$ cat src/rtl/acc_result_writer_if.sv
// acc_result_writer_if
//   Groups the two handshakes of the result writer.
//   Result side : wr_req / wr_data  (one word per cycle while wr_req is high)
//   Memory side : mem_we / mem_addr / mem_wdata, answered by mem_ack
//   slave  : the writer's view (takes results, drives the memory request)
//   master : the environment's view (accelerator + result memory)
interface acc_result_writer_if #(
   parameter int DATA_W = 21,
   parameter int ADDR_W = 6
);
   logic              wr_req;
   logic [DATA_W-1:0] wr_data;
   logic              mem_we;
   logic [ADDR_W-1:0] mem_addr;
   logic [DATA_W-1:0] mem_wdata;
   logic              mem_ack;

   modport slave (
      input  wr_req, wr_data, mem_ack,
      output mem_we, mem_addr, mem_wdata
   );

   modport master (
      output wr_req, wr_data, mem_ack,
      input  mem_we, mem_addr, mem_wdata
   );
endinterface

$ cat src/rtl/acc_result_writer.sv
// acc_result_writer
//   Buffers accelerator result words in a DEPTH-entry FIFO and drains them
//   to a single-port result memory at sequential addresses using a req/ack
//   write handshake. Once the accelerator has reported done and the FIFO is
//   empty, a one-cycle flush_done is raised.
// Ports
//   clk        rising-edge clock
//   rst        asynchronous reset, active low
//   start      run start pulse; accepted only when idle with an empty FIFO
//   acc_done   accelerator done pulse/level (latched)
//   bus        result input + memory write handshake (slave modport)
//   count      FIFO occupancy, 0..DEPTH
//   full       count == DEPTH
//   overflow   sticky: a result word was dropped because the FIFO was full
//   flush_done one-cycle pulse: run complete and memory up to date
module acc_result_writer #(
   parameter int DATA_W    = 21,
   parameter int DEPTH     = 8,
   parameter int ADDR_W    = 6,
   parameter int BASE_ADDR = 0
) (
   input  logic                   clk,
   input  logic                   rst,
   input  logic                   start,
   input  logic                   acc_done,
   acc_result_writer_if.slave     bus,
   output logic [$clog2(DEPTH):0] count,
   output logic                   full,
   output logic                   overflow,
   output logic                   flush_done
);
   localparam int PTR_W = $clog2(DEPTH);
   localparam int CNT_W = PTR_W + 1;
   localparam logic [ADDR_W-1:0] BASE = ADDR_W'(BASE_ADDR);

   typedef enum logic [1:0] {IDLE, ISSUE, FLUSH} state_t;

   state_t                        state_q, state_d;
   logic [DEPTH-1:0][DATA_W-1:0]  fifo_q;
   logic [PTR_W-1:0]              head_q, tail_q;
   logic [CNT_W-1:0]              count_q;
   logic                          we_q, we_d;
   logic [ADDR_W-1:0]             addr_q, addr_d;
   logic [DATA_W-1:0]             wdata_q, wdata_d;
   logic                          fd_q, fd_d;
   logic                          done_q, done_d;
   logic                          ovf_q, ovf_d;
   logic                          pop, push, start_ok;

   // mem_we is high exactly while in ISSUE, so an ack outside ISSUE is ignored
   assign pop      = (state_q == ISSUE) && bus.mem_ack;
   // a pop at the same edge frees the slot, so a full FIFO still accepts
   assign push     = bus.wr_req && (!full || pop);
   assign start_ok = start && (state_q == IDLE) && (count_q == '0);

   assign full       = (count_q == CNT_W'(DEPTH));
   assign count      = count_q;
   assign overflow   = ovf_q;
   assign flush_done = fd_q;
   assign bus.mem_we    = we_q;
   assign bus.mem_addr  = addr_q;
   assign bus.mem_wdata = wdata_q;

   always_comb begin
      state_d = state_q;
      we_d    = we_q;
      addr_d  = addr_q;
      wdata_d = wdata_q;
      fd_d    = 1'b0;
      done_d  = done_q | acc_done;
      ovf_d   = ovf_q | (bus.wr_req && !push);
      case (state_q)
         IDLE: begin
            if (count_q != '0) begin
               state_d = ISSUE;
               we_d    = 1'b1;
               wdata_d = fifo_q[head_q];
            end else if (start_ok) begin
               // a new run begins; any pending done belongs to the old run
               addr_d = BASE;
               ovf_d  = 1'b0;
               done_d = 1'b0;
            end else if (done_q) begin
               state_d = FLUSH;
               fd_d    = 1'b1;
            end
         end
         ISSUE: begin
            if (bus.mem_ack) begin
               state_d = IDLE;
               we_d    = 1'b0;
               addr_d  = addr_q + 1'b1;
            end
         end
         FLUSH: begin
            state_d = IDLE;
            done_d  = acc_done;
         end
         default: state_d = IDLE;
      endcase
   end

   always_ff @(posedge clk or negedge rst) begin
      if (!rst) begin
         state_q <= IDLE;
         we_q    <= 1'b0;
         addr_q  <= BASE;
         wdata_q <= '0;
         fd_q    <= 1'b0;
         done_q  <= 1'b0;
         ovf_q   <= 1'b0;
      end else begin
         state_q <= state_d;
         we_q    <= we_d;
         addr_q  <= addr_d;
         wdata_q <= wdata_d;
         fd_q    <= fd_d;
         done_q  <= done_d;
         ovf_q   <= ovf_d;
      end
   end

   always_ff @(posedge clk or negedge rst) begin
      if (!rst) begin
         head_q  <= '0;
         tail_q  <= '0;
         count_q <= '0;
      end else begin
         if (push) tail_q <= tail_q + 1'b1;
         if (pop)  head_q <= head_q + 1'b1;
         case ({push, pop})
            2'b10:   count_q <= count_q + 1'b1;
            2'b01:   count_q <= count_q - 1'b1;
            default: count_q <= count_q;
         endcase
      end
   end

   // storage needs no reset: occupancy alone decides what is valid
   always_ff @(posedge clk) begin
      if (push) fifo_q[tail_q] <= bus.wr_data;
   end
endmodule

$ cat src/flat_wrapper.sv
// flat-port wrapper written by rule: the top's interface ports become plain ports
module acc_result_writer_flat 
#(
   parameter int DATA_W    = 21,
   parameter int DEPTH     = 8,
   parameter int ADDR_W    = 6,
   parameter int BASE_ADDR = 0
)
  (clk, rst, start, acc_done, count, full, overflow, flush_done, bus_wr_req, bus_wr_data, bus_mem_ack, bus_mem_we, bus_mem_addr, bus_mem_wdata);
  acc_result_writer_if #(.DATA_W(DATA_W), .ADDR_W(ADDR_W)) bus_i ();
  input  logic clk;
  input  logic rst;
  input  logic start;
  input  logic acc_done;
  output logic [$clog2(DEPTH):0] count;
  output logic full;
  output logic overflow;
  output logic flush_done;
  input wire logic [$bits(bus_i.wr_req)-1:0] bus_wr_req;
  input wire logic [$bits(bus_i.wr_data)-1:0] bus_wr_data;
  input wire logic [$bits(bus_i.mem_ack)-1:0] bus_mem_ack;
  output wire logic [$bits(bus_i.mem_we)-1:0] bus_mem_we;
  output wire logic [$bits(bus_i.mem_addr)-1:0] bus_mem_addr;
  output wire logic [$bits(bus_i.mem_wdata)-1:0] bus_mem_wdata;
  assign bus_i.wr_req = bus_wr_req;
  assign bus_i.wr_data = bus_wr_data;
  assign bus_i.mem_ack = bus_mem_ack;
  assign bus_mem_we = bus_i.mem_we;
  assign bus_mem_addr = bus_i.mem_addr;
  assign bus_mem_wdata = bus_i.mem_wdata;
  acc_result_writer #(.DATA_W(DATA_W), .DEPTH(DEPTH), .ADDR_W(ADDR_W), .BASE_ADDR(BASE_ADDR)) u_core (.clk(clk), .rst(rst), .start(start), .acc_done(acc_done), .bus(bus_i), .count(count), .full(full), .overflow(overflow), .flush_done(flush_done));
endmodule
$ cat config.mk
export PLATFORM = sky130hd
export DESIGN_NAME = acc_result_writer_flat
export DESIGN_NICKNAME = d
export VERILOG_FILES = /design/src/rtl/acc_result_writer_if.sv /design/src/rtl/acc_result_writer.sv /design/src/flat_wrapper.sv
export SDC_FILE = /design/constraint.sdc
export NUM_CORES = 1
export LEC_CHECK = 0
export ABC_CLOCK_PERIOD_IN_PS = 3800
export CORE_UTILIZATION = 45
export DETAILED_ROUTE_END_ITERATION = 10
export PLACE_DENSITY = 0.69
export RECOVER_POWER = 100
export SYNTH_ARGS = -nofsm -noshare
export SYNTH_HDL_FRONTEND = slang
export SYNTH_SLANG_ARGS = --single-unit
$ cat constraint.sdc
create_clock -name clk -period 3.8 [get_ports clk]
set_input_delay 1.14 -clock clk [delete_from_list [all_inputs] [get_ports clk]]
set_output_delay 1.14 -clock clk [all_outputs]
set_load 0.02 [all_outputs]
==> results of run 1 <==
-- power by group --
part,leakage (nW),total [mW],internal (mW),switching [mW]
Sequential,2.04,3.38,3.01,0.364
Clock,0.349,2.08,1.21,0.873
Combinational,1.33,2.38,0.972,1.40
Total,3.72,7.84,5.20,2.64
-- registers in the layout, summed over array words and instances, names as in the netlist --
name / cells
u_core.bus.mem_addr: 6
u_core.bus.mem_wdata: 21
u_core.bus.mem_we: 1
u_core.count: 4
u_core.done_q: 1
u_core.fifo_q: 168
u_core.flush_done: 1
u_core.head_q: 3
u_core.overflow: 1
u_core.state_q: 2
u_core.tail_q: 3
-- layout by cell type, fill, tap and decap left out, types with 2 or more instances in the layout --
cell             count
nor3_1               4
nand3_1             24
and2_1               2
nor2_2               2
a21oi_1              4
o21ai_0              4
xor2_1               7
ha_1                 6
nand3b_1             2
nand2_1             55
dfrtp_1             42
inv_8                2
clkinv_1             5
and4b_1              2
clkbuf_1             8
nand4_1              2
nor2_1              11
edfxtp_1           168
nand2b_1             3
xnor2_1              6
nor2b_1              2
clkinv_2             4
dlygate4sd3_1       58
mux2i_1             84
buf_4                6
a22oi_1             42
nor3_2               2
nor4_1               3
and3_1               3
clkbuf_2             7
clkdlybuf4s50_1      2
clkbuf_16           23
-- final timing paths --
kind | depth (start not counted) | to
hold reg to reg | 2 | u_core.bus.mem_wdata[14]
setup reg to reg | 4 | u_core.fifo_q[7]
hold / removal | 2 | u_core.bus.mem_wdata[14]
setup / recovery | 5 | u_core.fifo_q[7]
max in group asynchronous | 2 | u_core.bus.mem_wdata[7]
min in group asynchronous | 1 | u_core.bus.mem_wdata[15]
-- area by class of cell --
class                      instances  area [sq um]  share of cell area, %
timing repair buffer              76           692                   7.05
clock buffer                      29           608                   6.20
inverter                           1          3.75                 0.0382
clock inverter                    13           104                   1.06
sequential                       211          6120                   62.4
tap                              229           287                   2.92
multi-input combinational        277          2000                   20.3
-- cells by family after synthesis --
logic type | count (synthesis) | share of synthesized area (%)
mux | 86 | 10.4
flops | 211 | 73.8
xor+xnor | 13 | 1.37
fa+ha+maj | 6 | 0.905
compound gates | 51 | 4.36
buf+inv | 25 | 1.84
simple gates | 121 | 7.27
-- worst min-delay path: stages (launching register included) --
cell and delay, ps:
dfrtp_1 340, nand2_1 50, nand2_1 50
-- layer usage --
metal  global-route usage [%]  vias up  share of wire [%]
li1                         -     2117                  -
met1                     23.3     2227                 42
met2                     30.1      133                 49
met3                     2.98       32                7.0
met4                     6.64        0                2.4
met5                        0        -                  0
-- metrics by stage --
stage	instance area, sq um	util, %	power (mW)	worst slack [ps]
after global placement	9190	51.0	5.84	462
after detailed placement	9190	51.0	5.95	411
after floorplan	8290	-	5.03	-211
final	9820	54.5	7.84	354
after global routing	9820	54.5	8.26	261
after CTS	9900	54.9	8.05	521
==> summary.md, run 1 <==
| Metric | Value |
|---|---|
| HP Class | reg2reg |
| Violated checks | capacitance limit, slew limit |
| Total nets after synthesis | 546 |
| Largest net degree at the start of global routing | 47 |
| GRT overflow | 0 |
| Routed Wire Length | 16.3 mm |
| Die width | 138 um |
| Total number of vias | 4,509 |
| Final hold slack | 471 ps |
| Finished Layout Cells | 836 |
| Yosys cell types | 38 |
| Fin. max-slew vios | 24 |
| Initial antenna violation count | 0 |
| PwrDens | 799 nW/um^2 |
| Hold path start | u_core.bus.mem_wdata[14] |
| CTS sink cnt | 211 |
| Cell family with most CP delay | buffers and inverters |
| Setup_tns | 0 ps |
| Global Route Usage Sum | 17.9% |
| Die height | 138 um |
| WS Path Type | in2reg |
| Slowest cell delay on critical path | 1040 ps |
| I/O pin cnt | 62 |
| Layout cells sized above 1 | 8.73% |
| Core Rows | 49 |
| Ant. Diodes | 0 |
| Post-synth top area share | 60.9% |
| Nets@finish | 623 |
| Ys Warns | 0 |
| MaxCap Viol Count | 1 |
| Number of flops mapped to enable cells by yosys | 168 |
| Drt drc | 0 |
| Starting density of the core | 46.0% |
| Detail Route Antenna Nets | 0 |
| Tmin final | 3450 ps |
| Max FO, Critical Path | 21 |
| Clk slew on worst S/H paths | 60 ps |
| Post-CTS Resized | 0 |
| CP cell instances | dlygate4sd3_1 > nand3b_1 > and3_1 > nor3_2 > clkbuf_1 |
| Status | complete, but fails checks |
| Final setup violation count | 0 |
| Gpl congestion | 0.756 |
| Slew Limit Headroom | -0.293% |
| PortBufs | 61 |
| Fmax | 290 MHz |
| Post-Synthesis Cell Area | 8290 sq um |
| Detailed router's first-iteration violation count | 213 |
| RSZ-0062 raised after global routing | no |
| Top post-synthesis cells by area | edfxtp_1 61%, dfrtp_1 13%, mux2i_1 10% |
| Setup Skew | 6.61 ps |
| H-tree depth | 1 |
| DRT Pass-1 Iters | 4 |
| Final Cycle Share | 90.7% |
| Commonest cells in the netlist | 168 x edfxtp_1, 84 x mux2i_1, 54 x nand2_1, 43 x dfrtp_1, 42 x a22oi_1 |
| Synth area leader | edfxtp_1 |
| TritonCTS clock tree | built |
| Core ar. | 18,000 sq um |
| R2r startpoint | u_core.state_q[1] |
| Req. time, crit path | 3910 ps |
| Most frequent cell after synthesis | edfxtp_1 |
| CP Launch Point | bus_mem_ack |
| Clk root buf | clkbuf_16 |
| FF-to-FF setup slack | 1050 ps |
| VDD IR max | 0.000411 V |
| Slew of the pin with the lowest slew margin | 1500 ps |
| Critical Path End Type | flip-flop |
| P_leak | 3.72 nW |
| Mapped Cells | 513 |
| Post-DP HPWL | 9.40 mm |
| CTS Buf Count | 23 |
| Layout overhead on the synthesized area | 18.4% |
| Flops & latches, synth | 211 |
| Post-CTS Hold Buffers | 0 |
| Syn Area/Cell | 16.2 sq um |
| Routed len/inst | 19.5 um |
| Number of vias per cell | 5.39 |
| Crit-path slowest cell | clkbuf_1 |
| CP Buf/Inv Count | 2 |
| Clk_lat worst skew | 510 ps |
| Filler cells | 1,444 |
| Placed cell count | 794 |
| Ys flop type | edfxtp_1 |
| Critical Path AT | 3560 ps |
| Die footprint | 19,000 sq um |
| Sequential area share after synthesis | 73.8% |
| Bufs on Longest Clock Path | 3 |
| Vias in the first global route | 4,513 |
| Hold Vio Cnt, Final | 0 |
| # Post-CTS Setup Buffers | 0 |
| Crit start category | input pin |
| FFs w/ async S/R, synth | 20.4% |
| First-pass GRT wire length | 24.9 mm |
(Power assumes the default switching activity.)
==> inputs of run 2 (changes only) <==
Settings changed: ABC_CLOCK_PERIOD_IN_PS 3800 to not set.
==> results of run 2 <==
The final DEF is identical to that of run 1; final timing and power are the same.
==> edit, RTL diff (settings of run 2) <==
`DEPTH` is set to 8 in 2 places; all go to 4.
--- a/src/rtl/acc_result_writer.sv
+++ b/src/rtl/acc_result_writer.sv
@@ -16,5 +16,5 @@
 module acc_result_writer #(
    parameter int DATA_W    = 21,
-   parameter int DEPTH     = 8,
+   parameter int DEPTH     = 4,
    parameter int ADDR_W    = 6,
    parameter int BASE_ADDR = 0
--- a/src/flat_wrapper.sv
+++ b/src/flat_wrapper.sv
@@ -3,5 +3,5 @@
 #(
    parameter int DATA_W    = 21,
-   parameter int DEPTH     = 8,
+   parameter int DEPTH     = 4,
    parameter int ADDR_W    = 6,
    parameter int BASE_ADDR = 0
Ports: changed (resized count); port bits go from 62 to 61. No check against the original RTL was run, so the function may have changed too.
==> edit against run 2 <==
- setup slack improved by 0.32 ns
- combinational power fell by 37%
- clock power is 13% lower
- final cell count is 44% lower
- synthesized area shrank 42%
- synthesized cell count down 53%
- global-route usage decreased by 1.5 points
- via count fell by 47%
- sequential power shrank 38%
- design area is 37% lower
- total power is 31% lower
- core utilization grew 5.3 points
- sequential cell count fell by 87
- wire length fell by 49%
- the run still ends with capacitance limit, slew limit left
- largest power group unchanged
==> edit: results (changes against run 2) <==
| Metric | Value |
|---|---|
| Filler Cell Count | `774 (was 1444)` |
| Final hold slack | `0.494 ns (was 0.471 ns)` |
| Sequential-to-total area share from yosys stat | `0.738 (about the same)` |
| FF-to-FF End | `u_core.bus.mem_wdata[3] (was u_core.fifo_q[7])` |
| DRT Wirelength | `8230 µm (was 16300 µm)` |
| Met1 Track Usage GR | `0.198 (was 0.233)` |
| Maximum vdd drop | `0.612 mV (was 0.411 mV)` |
| Seq cells | `124 (was 211)` |
| Nets | `354 (was 623)` |
| Multi-input combinational area share | `0.187 (was 0.203)` |
| Worst hold endpoint | `u_core.overflow (was u_core.bus.mem_wdata[14])` |
| Post-synth cell types | `37 (was 38)` |
| Placer Congestion | `0.814 (was 0.756)` |
| Met3 Usage GRT | `0.0568 (was 0.0298)` |
| Reg2Reg Launch Point | `u_core.count[2] (was u_core.state_q[1])` |
| Non-clock buffer share | `0.102 (was 0.0705)` |
| Largest register FFs | `84 (was 168)` |
| Async set-reset flop share out of synthesis | `0.323 (was 0.204)` |
| Largest net degree at the start of global routing | `41 (was 47)` |
| Status | `complete, but fails checks (unchanged)` |
| Total number of vias | `2400 (was 4509)` |
| Post-detail-place hpwl | `4820 µm (was 9400 µm)` |
| Cells after Synth | `243 (was 513)` |
| Crit path max fanout | `6 (was 21)` |
| Leakage | `2.30 nW (was 3.72 nW)` |
| Met2 Usage GRT | `0.279 (was 0.301)` |
| Slowest stage delay, CP | `0.72 ns (was 1.04 ns)` |
| H-tree levels | `4 (was 1)` |
| Maxcap violations | `1 (unchanged)` |
| Synth area leaders | `edfxtp_1, dfrtp_1, mux4_2 (was edfxtp_1, dfrtp_1, mux2i_1)` |
| CTS Buf Count | `17 (was 23)` |
| Cell Area, Placed | `0.00553 mm² (was 0.00919 mm²)` |
| Clkbuf count | `18 (was 29)` |
| Top post-synthesis cells by count | `edfxtp_1, dfrtp_1, mux2_2, mux4_2, inv_1 (was edfxtp_1, mux2i_1, nand2_1, dfrtp_1, a22oi_1)` |
| Worst reg-to-reg setup slack | `1.22 ns (was 1.05 ns)` |
| GRT Resource Usage Total | `0.164 (was 0.179)` |
| Initial DRC Count | `113 (was 213)` |
| Clock-cell share of area | `0.108 (was 0.0725)` |
| Max Buffers Root-to-Sink | `2 (was 3)` |
| DP Cell Count | `437 (was 794)` |
| EDFF count, synth | `84 (was 168)` |
| Comb_multi_in | `102 (was 277)` |
| Final Skew | `0.00811 ns (was 0.00661 ns)` |
| Post-synthesis net count | `277 (was 546)` |
| Relative slew slack | `-0.558 (was -0.00293)` |
| Slew Limit Fails | `41 (was 24)` |
| Critical Path Start | `u_core.count[0] (was bus_mem_ack)` |
| Root Buffer Master | `clkbuf_8 (was clkbuf_16)` |
| Failing checks | `capacitance limit, slew limit (unchanged)` |
| Vias per Instance | `5.12 (was 5.39)` |
==> edit: worst max-delay path by stage <==
stage / slack (ns) / depth (start not counted) / end
after global routing: 0.54 / 6 / u_core.fifo_q[63]
final: 0.67 / 2 / full
after CTS: 0.68 / 2 / full
after detailed placement: 0.56 / 11 / u_core.count[2]
after global placement: 0.62 / 11 / u_core.count[2]
after floorplan: 1.18 / 3 / u_core.fifo_q[0]
==> edit: cells by family (layout without fill, tap and decap cells) <==
kind of cell               count (synthesis)  after routing  synth area share
buffers and inverters                     17            107            0.0199
and+or+nand+nor                           31             31            0.0388
adders and majority gates                  7              7            0.0199
AOI/OAI and AO/OA                         13             13            0.0155
DFF                                      124            124             0.738
muxes                                     44             44             0.155
xor gates and xnor gates                   7              7            0.0128
==> edit: metrics by stage <==
stage	utilization	setup slack [ns]
after floorplan	-	1.18
after global placement	0.536	0.624
after detailed placement	0.536	0.559
after CTS	0.600	0.684
after global routing	0.598	0.540
final	0.598	0.673
==> edit: routing by layer <==
layer / vias up / part of all wire
met5: - / 0
met4: 0 / 0.0075
met3: 6 / 0.041
met2: 59 / 0.53
met1: 1235 / 0.42
li1: 1100 / -
==> edit: worst max-delay path, delay by kind of cell, from the launching register on <==
family | cells | cell delay (ns)
buffers and inverters | 1 | 0.72
flip-flops | 1 | 0.44
AND/OR/NAND/NOR | 1 | 0.32
==> edit: power breakdown <==
group | total (mW) | internal [mW] | leakage, nW | switching, mW
clock network | 1.80 | 1.22 | 0.324 | 0.579
logic | 1.51 | 0.766 | 0.729 | 0.748
registers | 2.08 | 1.85 | 1.25 | 0.222
